$ cat src/rtl/sim8051_rom_loader_if.sv
// Host byte channel plus ROM word-write port of the ROM loader.
// Latency: n/a (signal bundle only).
// Backpressure: in_ready throttles the byte channel; the ROM write port has none.
interface sim8051_rom_loader_if;
  logic        in_valid;
  logic [7:0]  in_data;
  logic        in_ready;
  logic        wr;
  logic [15:0] wr_addr;
  logic [31:0] wr_data;

  // Host / testbench side: drives bytes, observes the ROM writes.
  modport master (
    output in_valid, in_data,
    input  in_ready, wr, wr_addr, wr_data
  );

  // Loader side: consumes bytes, issues ROM writes.
  modport slave (
    input  in_valid, in_data,
    output in_ready, wr, wr_addr, wr_data
  );
endinterface

$ cat src/rtl/sim8051_rom_loader.sv
// Parses SYNC/ADDR/LEN/payload/CSUM frames and packs payload into 32-bit LE ROM word writes.
// Latency: wr pulses the cycle after the byte that completes a word; done/err one cycle after CSUM.
// Backpressure: in_ready drops only for the single response cycle; ROM writes are never stalled.
module sim8051_rom_loader #(
  parameter logic [7:0] SYNC_BYTE = 8'hA5,
  parameter logic [7:0] PAD_BYTE  = 8'h00,
  parameter int         TIMEOUT   = 1024
) (
  input  logic                       clk,
  input  logic                       rst,
  sim8051_rom_loader_if.slave        bus,
  output logic                       busy_o,
  output logic                       done_o,
  output logic                       err_o,
  output logic [1:0]                 err_code_o
);

  localparam int IW = (TIMEOUT > 1) ? $clog2(TIMEOUT) : 1;
  localparam logic [IW-1:0] TO_LAST = IW'((TIMEOUT > 0) ? TIMEOUT - 1 : 0);

  typedef enum logic [2:0] {S_IDLE, S_HDR, S_DATA, S_CSUM, S_RESP} state_t;

  state_t      state_q;
  logic [1:0]  hdr_cnt_q;
  logic [15:0] addr_q;      // address of the word currently being assembled
  logic [15:0] len_q;       // payload bytes still to come
  logic [1:0]  lane_q;
  logic [31:0] buf_q;       // partial word, unused lanes pre-filled with PAD_BYTE
  logic [7:0]  sum_q;
  logic [IW-1:0] idle_q;
  logic        rdy_q;
  logic        wr_q;
  logic [15:0] wr_addr_q;
  logic [31:0] wr_data_q;
  logic        done_q;
  logic        err_q;
  logic [1:0]  err_code_q;

  logic        accept;
  logic        active;
  logic        timeout_hit;
  logic [31:0] word_d;
  logic [7:0]  sum_d;

  assign accept      = bus.in_valid & rdy_q;
  assign active      = (state_q == S_HDR) || (state_q == S_DATA) || (state_q == S_CSUM);
  assign timeout_hit = (TIMEOUT != 0) && active && !accept && (idle_q == TO_LAST);
  assign sum_d       = sum_q + bus.in_data;

  // Current partial word with the incoming byte dropped into its lane.
  always_comb begin
    word_d = buf_q;
    word_d[{lane_q, 3'b000} +: 8] = bus.in_data;
  end

  // Frame parser, word packer, response and idle-timeout handling.
  always_ff @(posedge clk) begin
    if (rst) begin
      state_q    <= S_IDLE;
      hdr_cnt_q  <= 2'd0;
      addr_q     <= 16'd0;
      len_q      <= 16'd0;
      lane_q     <= 2'd0;
      buf_q      <= {4{PAD_BYTE}};
      sum_q      <= 8'd0;
      idle_q     <= '0;
      rdy_q      <= 1'b1;
      wr_q       <= 1'b0;
      wr_addr_q  <= 16'd0;
      wr_data_q  <= 32'd0;
      done_q     <= 1'b0;
      err_q      <= 1'b0;
      err_code_q <= 2'b00;
    end else begin
      wr_q   <= 1'b0;
      done_q <= 1'b0;
      err_q  <= 1'b0;
      case (state_q)
        S_IDLE: begin
          if (accept && bus.in_data == SYNC_BYTE) begin
            state_q   <= S_HDR;
            hdr_cnt_q <= 2'd0;
            sum_q     <= 8'd0;
            idle_q    <= '0;
          end
        end
        S_HDR: begin
          if (accept) begin
            sum_q     <= sum_d;
            idle_q    <= '0;
            hdr_cnt_q <= hdr_cnt_q + 2'd1;
            case (hdr_cnt_q)
              2'd0: addr_q[15:8] <= bus.in_data;
              2'd1: addr_q[7:0]  <= bus.in_data;
              2'd2: len_q[15:8]  <= bus.in_data;
              default: begin
                len_q[7:0] <= bus.in_data;
                lane_q     <= 2'd0;
                buf_q      <= {4{PAD_BYTE}};
                state_q    <= ({len_q[15:8], bus.in_data} == 16'd0) ? S_CSUM : S_DATA;
              end
            endcase
          end
        end
        S_DATA: begin
          if (accept) begin
            sum_q  <= sum_d;
            idle_q <= '0;
            len_q  <= len_q - 16'd1;
            if (lane_q == 2'd3 || len_q == 16'd1) begin
              wr_q      <= 1'b1;
              wr_addr_q <= addr_q;
              wr_data_q <= word_d;
              addr_q    <= addr_q + 16'd4;
              buf_q     <= {4{PAD_BYTE}};
              lane_q    <= 2'd0;
            end else begin
              buf_q  <= word_d;
              lane_q <= lane_q + 2'd1;
            end
            if (len_q == 16'd1) state_q <= S_CSUM;
          end
        end
        S_CSUM: begin
          if (accept) begin
            state_q <= S_RESP;
            rdy_q   <= 1'b0;
            if (sum_d == 8'd0) begin
              done_q <= 1'b1;
            end else begin
              err_q      <= 1'b1;
              err_code_q <= 2'b01;
            end
          end
        end
        default: begin
          state_q <= S_IDLE;
          rdy_q   <= 1'b1;
        end
      endcase
      // Idle cycles mid-frame; an accepted byte in the same cycle always wins.
      if (active && !accept) begin
        if (timeout_hit) begin
          state_q    <= S_IDLE;
          err_q      <= 1'b1;
          err_code_q <= 2'b10;
        end else begin
          idle_q <= idle_q + 1'b1;
        end
      end
    end
  end

  assign bus.in_ready = rdy_q;
  assign bus.wr       = wr_q;
  assign bus.wr_addr  = wr_addr_q;
  assign bus.wr_data  = wr_data_q;
  assign busy_o       = (state_q != S_IDLE);
  assign done_o       = done_q;
  assign err_o        = err_q;
  assign err_code_o   = err_code_q;

endmodule

$ cat src/flat_wrapper.sv
// flat-port wrapper written by rule: the top's interface ports become plain ports
module sim8051_rom_loader_flat 
#(
  parameter logic [7:0] SYNC_BYTE = 8'hA5,
  parameter logic [7:0] PAD_BYTE  = 8'h00,
  parameter int         TIMEOUT   = 1024
)
  (clk, rst, busy_o, done_o, err_o, err_code_o, bus_in_valid, bus_in_data, bus_in_ready, bus_wr, bus_wr_addr, bus_wr_data);
  sim8051_rom_loader_if bus_i ();
  input  logic clk;
  input  logic rst;
  output logic busy_o;
  output logic done_o;
  output logic err_o;
  output logic [1:0] err_code_o;
  input wire logic [$bits(bus_i.in_valid)-1:0] bus_in_valid;
  input wire logic [$bits(bus_i.in_data)-1:0] bus_in_data;
  output wire logic [$bits(bus_i.in_ready)-1:0] bus_in_ready;
  output wire logic [$bits(bus_i.wr)-1:0] bus_wr;
  output wire logic [$bits(bus_i.wr_addr)-1:0] bus_wr_addr;
  output wire logic [$bits(bus_i.wr_data)-1:0] bus_wr_data;
  assign bus_i.in_valid = bus_in_valid;
  assign bus_i.in_data = bus_in_data;
  assign bus_in_ready = bus_i.in_ready;
  assign bus_wr = bus_i.wr;
  assign bus_wr_addr = bus_i.wr_addr;
  assign bus_wr_data = bus_i.wr_data;
  sim8051_rom_loader #(.SYNC_BYTE(SYNC_BYTE), .PAD_BYTE(PAD_BYTE), .TIMEOUT(TIMEOUT)) u_core (.clk(clk), .rst(rst), .bus(bus_i), .busy_o(busy_o), .done_o(done_o), .err_o(err_o), .err_code_o(err_code_o));
endmodule
$ cat config.mk
export PLATFORM = sky130hd
export DESIGN_NAME = sim8051_rom_loader_flat
export DESIGN_NICKNAME = d
export VERILOG_FILES = /design/src/rtl/sim8051_rom_loader_if.sv /design/src/rtl/sim8051_rom_loader.sv /design/src/flat_wrapper.sv
export SDC_FILE = /design/constraint.sdc
export NUM_CORES = 1
export LEC_CHECK = 0
export ABC_AREA = 1
export CORE_MARGIN = 4
export CORE_UTILIZATION = 45
export DETAILED_ROUTE_END_ITERATION = 16
export GPL_ROUTABILITY_DRIVEN = 0
export PLACE_DENSITY = 0.69
export SYNTH_ARGS = -nofsm -noshare
export SYNTH_HDL_FRONTEND = slang
export SYNTH_SLANG_ARGS = --single-unit
$ cat constraint.sdc
create_clock -name clk -period 2.3 [get_ports clk]
set_clock_uncertainty 0.15 [all_clocks]
set_input_delay 0.345 -clock clk [delete_from_list [all_inputs] [get_ports clk]]
set_output_delay 0.345 -clock clk [all_outputs]
set_load 0.05 [all_outputs]
==> results of run 1 <==
==> power breakdown <==
part           internal, uW  switching, uW  leakage (uW)  total (uW)
registers              2480           1.04       0.00115        2480
logic                  63.3            121       0.00190         184
clock network          1680           1090      0.000281        2770
total                  4220           1210       0.00333        5440
==> flip-flops by register name, indices dropped and copies added (netlist names) <==
signal,cells
u_core.len_q,16
u_core.err_code_o,2
u_core.state_q,3
u_core.done_o,1
u_core.buf_q,32
u_core.sum_q,8
u_core.bus.wr,1
u_core.addr_q,16
u_core.lane_q,2
u_core.bus.wr_addr,16
u_core.bus.wr_data,32
u_core.err_o,1
u_core.hdr_cnt_q,2
u_core.idle_q,10
u_core.bus.in_ready,1
==> through the flow <==
step / power [uW] / area, um2 / hold slack, ns / setup TNS [ns]
after detailed placement: 2720 / 8180 / 0.303 / -1.43
after floorplan: 2630 / 7160 / 0.293 / 0
after global routing: 5610 / 8790 / 0.320 / 0
after CTS: 5470 / 8780 / 0.300 / 0
after global placement: 2710 / 8180 / 0.300 / -1.21
final: 5440 / 8790 / 0.298 / 0
==> worst reg2reg max path, delay by kind of cell, from the launching register on <==
family / cells / cell delay [ns]
AOI/OAI and AO/OA: 1 / 0.11
adders and majority gates: 2 / 0.69
DFF: 1 / 0.32
and+or+nand+nor: 7 / 0.82
==> layout make-up <==
| class | instances | area [um2] |
|---|---|---|
| clock buffers | 20 | 467 |
| clock inverters | 12 | 134 |
| fillers | 1478 | 6580 |
| inverters | 117 | 442 |
| multi-input cells | 696 | 3610 |
| flip-flops and latches | 143 | 2860 |
| well taps | 211 | 264 |
| repair buffers | 104 | 1010 |
==> cells by family (layout without fill, tap and decap cells) <==
| group | after synthesis | count (layout) | synth area share, % |
|---|---|---|---|
| adder cells (fa/ha/maj) | 22 | 22 | 3.95 |
| flip-flops | 143 | 143 | 40.0 |
| buffers and inverters | 168 | 253 | 9.85 |
| AND/OR/NAND/NOR | 434 | 434 | 26.6 |
| XOR/XNOR | 10 | 10 | 1.22 |
| AO/OA/AOI/OAI | 230 | 230 | 18.4 |
==> cell usage after synthesis (4+ instances only) <==
cell	instances
nor2_1	91
buf_2	10
nor4_1	5
o22ai_1	32
dfxtp_1	143
nand3_1	109
nand4_1	11
inv_1	111
ha_1	21
nor3_1	7
nand2_1	194
a21oi_1	87
inv_2	5
nand2_2	4
buf_4	8
xor2_1	7
a31oi_1	19
o21ai_0	50
clkbuf_1	26
buf_6	4
a22oi_1	33
==> worst max path at each step <==
stage                                       to  slack, ns  depth (start not counted)
after global placement    u_core.err_code_o[1]      -0.34                         11
after detailed placement  u_core.err_code_o[1]      -0.38                         11
after floorplan               u_core.buf_q[25]       0.17                          9
after global routing      u_core.err_code_o[1]      0.001                         11
final                     u_core.err_code_o[1]       0.10                         11
after CTS                 u_core.err_code_o[1]       0.06                         11
==> cells in the final DEF (no fill, tap or decap), types with 5 or more instances in the layout <==
cell type,synthesis,routed
nand2_1,194,193
dfxtp_1,143,143
inv_1,111,111
nand3_1,109,109
nor2_1,91,89
a21oi_1,87,87
clkdlybuf4s50_1,0,63
o21ai_0,50,50
buf_4,8,35
a22oi_1,33,33
o22ai_1,32,32
ha_1,21,20
a31oi_1,19,19
clkbuf_16,0,17
nand4_1,11,11
xor2_1,7,7
nor3_1,7,7
buf_12,0,6
inv_2,5,5
nand2_2,4,5
nor4_1,5,5
clkinvlp_4,0,5
==> per-layer routing <==
| layer | track usage, % | part of all wire (%) |
|---|---|---|
| met1 | 31.0 | 51 |
| met2 | 28.5 | 42 |
| met3 | 4.54 | 5.5 |
| met4 | 6.62 | 1.7 |
| met5 | 0 | 0 |
==> results_dict.tcl, run 1 <==
set metrics [dict create \
    dieArea_um2 18000 \
    syn_to_final_growth_pct 22.8 \
    routed_wl_mm 18.1 \
    yosys.area.top_type "dfxtp_1" \
    ys_seq_area_share_pct 40.0 \
    min_period_ns 2.20 \
    synth.avg_cell_area_um2 7.11 \
    rr_endpoint "u_core.err_code_o[1]" \
    setup_viol 0 \
    required_ns 2.50 \
    max-vdd-ir-drop_uv 573 \
    wl_per_cell_um 13.9 \
    worstReg2RegStart "u_core.sum_q[0]" \
    cts.clk_slew.worst_paths_ns 0.06 \
    dr.pass1.iters 5 \
    holdBufCountCts 0 \
    std_cell_rows 45 \
    grt_max_degree 103 \
    critical_path.cell_chain "clkdlybuf4s50_1 -> ha_2 -> fa_1 -> or2_4 -> nor2_2 -> nand3_1 -> nor2_1 -> nand2_1 -> nand2_2 -> nand2_1 -> a21oi_1" \
    final_cells 1303 \
    report.final.slew_viol_count 0 \
    maxCapViolCount 0 \
    finalCritPeriodShare_pct 95.5 \
    io_pins 66 \
    synth_warnings 0 \
    grt-ovfl-total 0 \
    synth_top_area_share_pct 40.0 \
    synthesis.area_um2 7160 \
    fp.dieH_um 134 \
    via_count 6800 \
    fmax_mhz 455 \
    hold_violations 0 \
    synth_edf_count 0 \
    async_reset_ff_share_pct 0 \
    grt_first_pass_wirelength_mm 30.3 \
    grt_pass1_vias 6065 \
    min_from "rst" \
    synthCells 1007 \
    track_usage_pct 20.4 \
    status "finished clean" \
    clk_latency_ns 0.42 \
    syn_nets 1040 \
    hp-class "input port to flip-flop" \
    num_antenna_cells 0 \
    drc_errors 0 \
    endpoint_kind "flip-flop" \
    final_core_util_pct 57.2 \
    synth_cell_type_count 38 \
    p_leak_uw 0.00333 \
    viasPerCell 5.22 \
    cp_top_family "simple AND/OR/NAND/NOR gates" \
    ys_top_cells_by_area "dfxtp_1 (40%), nand2_1 (10%), nand3_1 (7.6%)" \
    portBuffers 65 \
    max_stage_delay_ns 0.49 \
    coreArea_um2 15400 \
    critPathLaunchType "input port" \
    hold_end "u_core.bus.wr_addr[14]" \
    cts_tree "done" \
    dp.final_hpwl_mm 12.4 \
    nets 1112 \
    antenna_left 0 \
    tightest_slew_ns 0.520 \
    final_critical_path_setup_slack_ns 0.103 \
    critPathMaxFanout 3 \
    drtIter0Drc 544 \
    rrSetupSlack_ns 0.14 \
    pre_cts_ws_ns -0.380 \
    synth_ff_type "dfxtp_1" \
    clock_sinks 143 \
    final_layout_size_suffix_gt1_share_pct 8.97 \
    cts_buffers 17 \
    dp.cells 1271 \
    startpoint "bus_in_data[0]" \
    start_util_pct 46.6 \
    p_per_area_nw_per_um2 618 \
    synth_seq_cells 143 \
    hold_path_depth 3 \
    cts.path.max_buffers 2 \
    worst_ep_arrival_time_ns 2.40 \
    reg2reg_depth 10 \
    relSlewSlack_pct 65.2 \
    cts_resized 0 \
    crit_type "input port to flip-flop" \
    cts_setup_buffers 0 \
    critPathMostFrequentCell "nand2_1" \
    crit_slowest_cell "fa_1" \
    die_w_um 134 \
    root_buffer "clkbuf_16" \
    htree_levels 4 \
    crit_buf_inv 1 \
    antenna_found_initial 0 \
    rsz0062_at_grt "no" \
]
No activity file was read; power rests on OpenSTA's default activity.
==> run 2: changes to the inputs <==
- SKIP_CTS_REPAIR_TIMING: not set -> 1
==> results of run 2 <==
The final DEF is identical to that of run 1; final timing and power are the same.
==> run 3: changes to the inputs <==
- CAP_MARGIN: not set -> 20
==> results of run 3 <==
The final DEF is identical to that of run 1; final timing and power are the same.
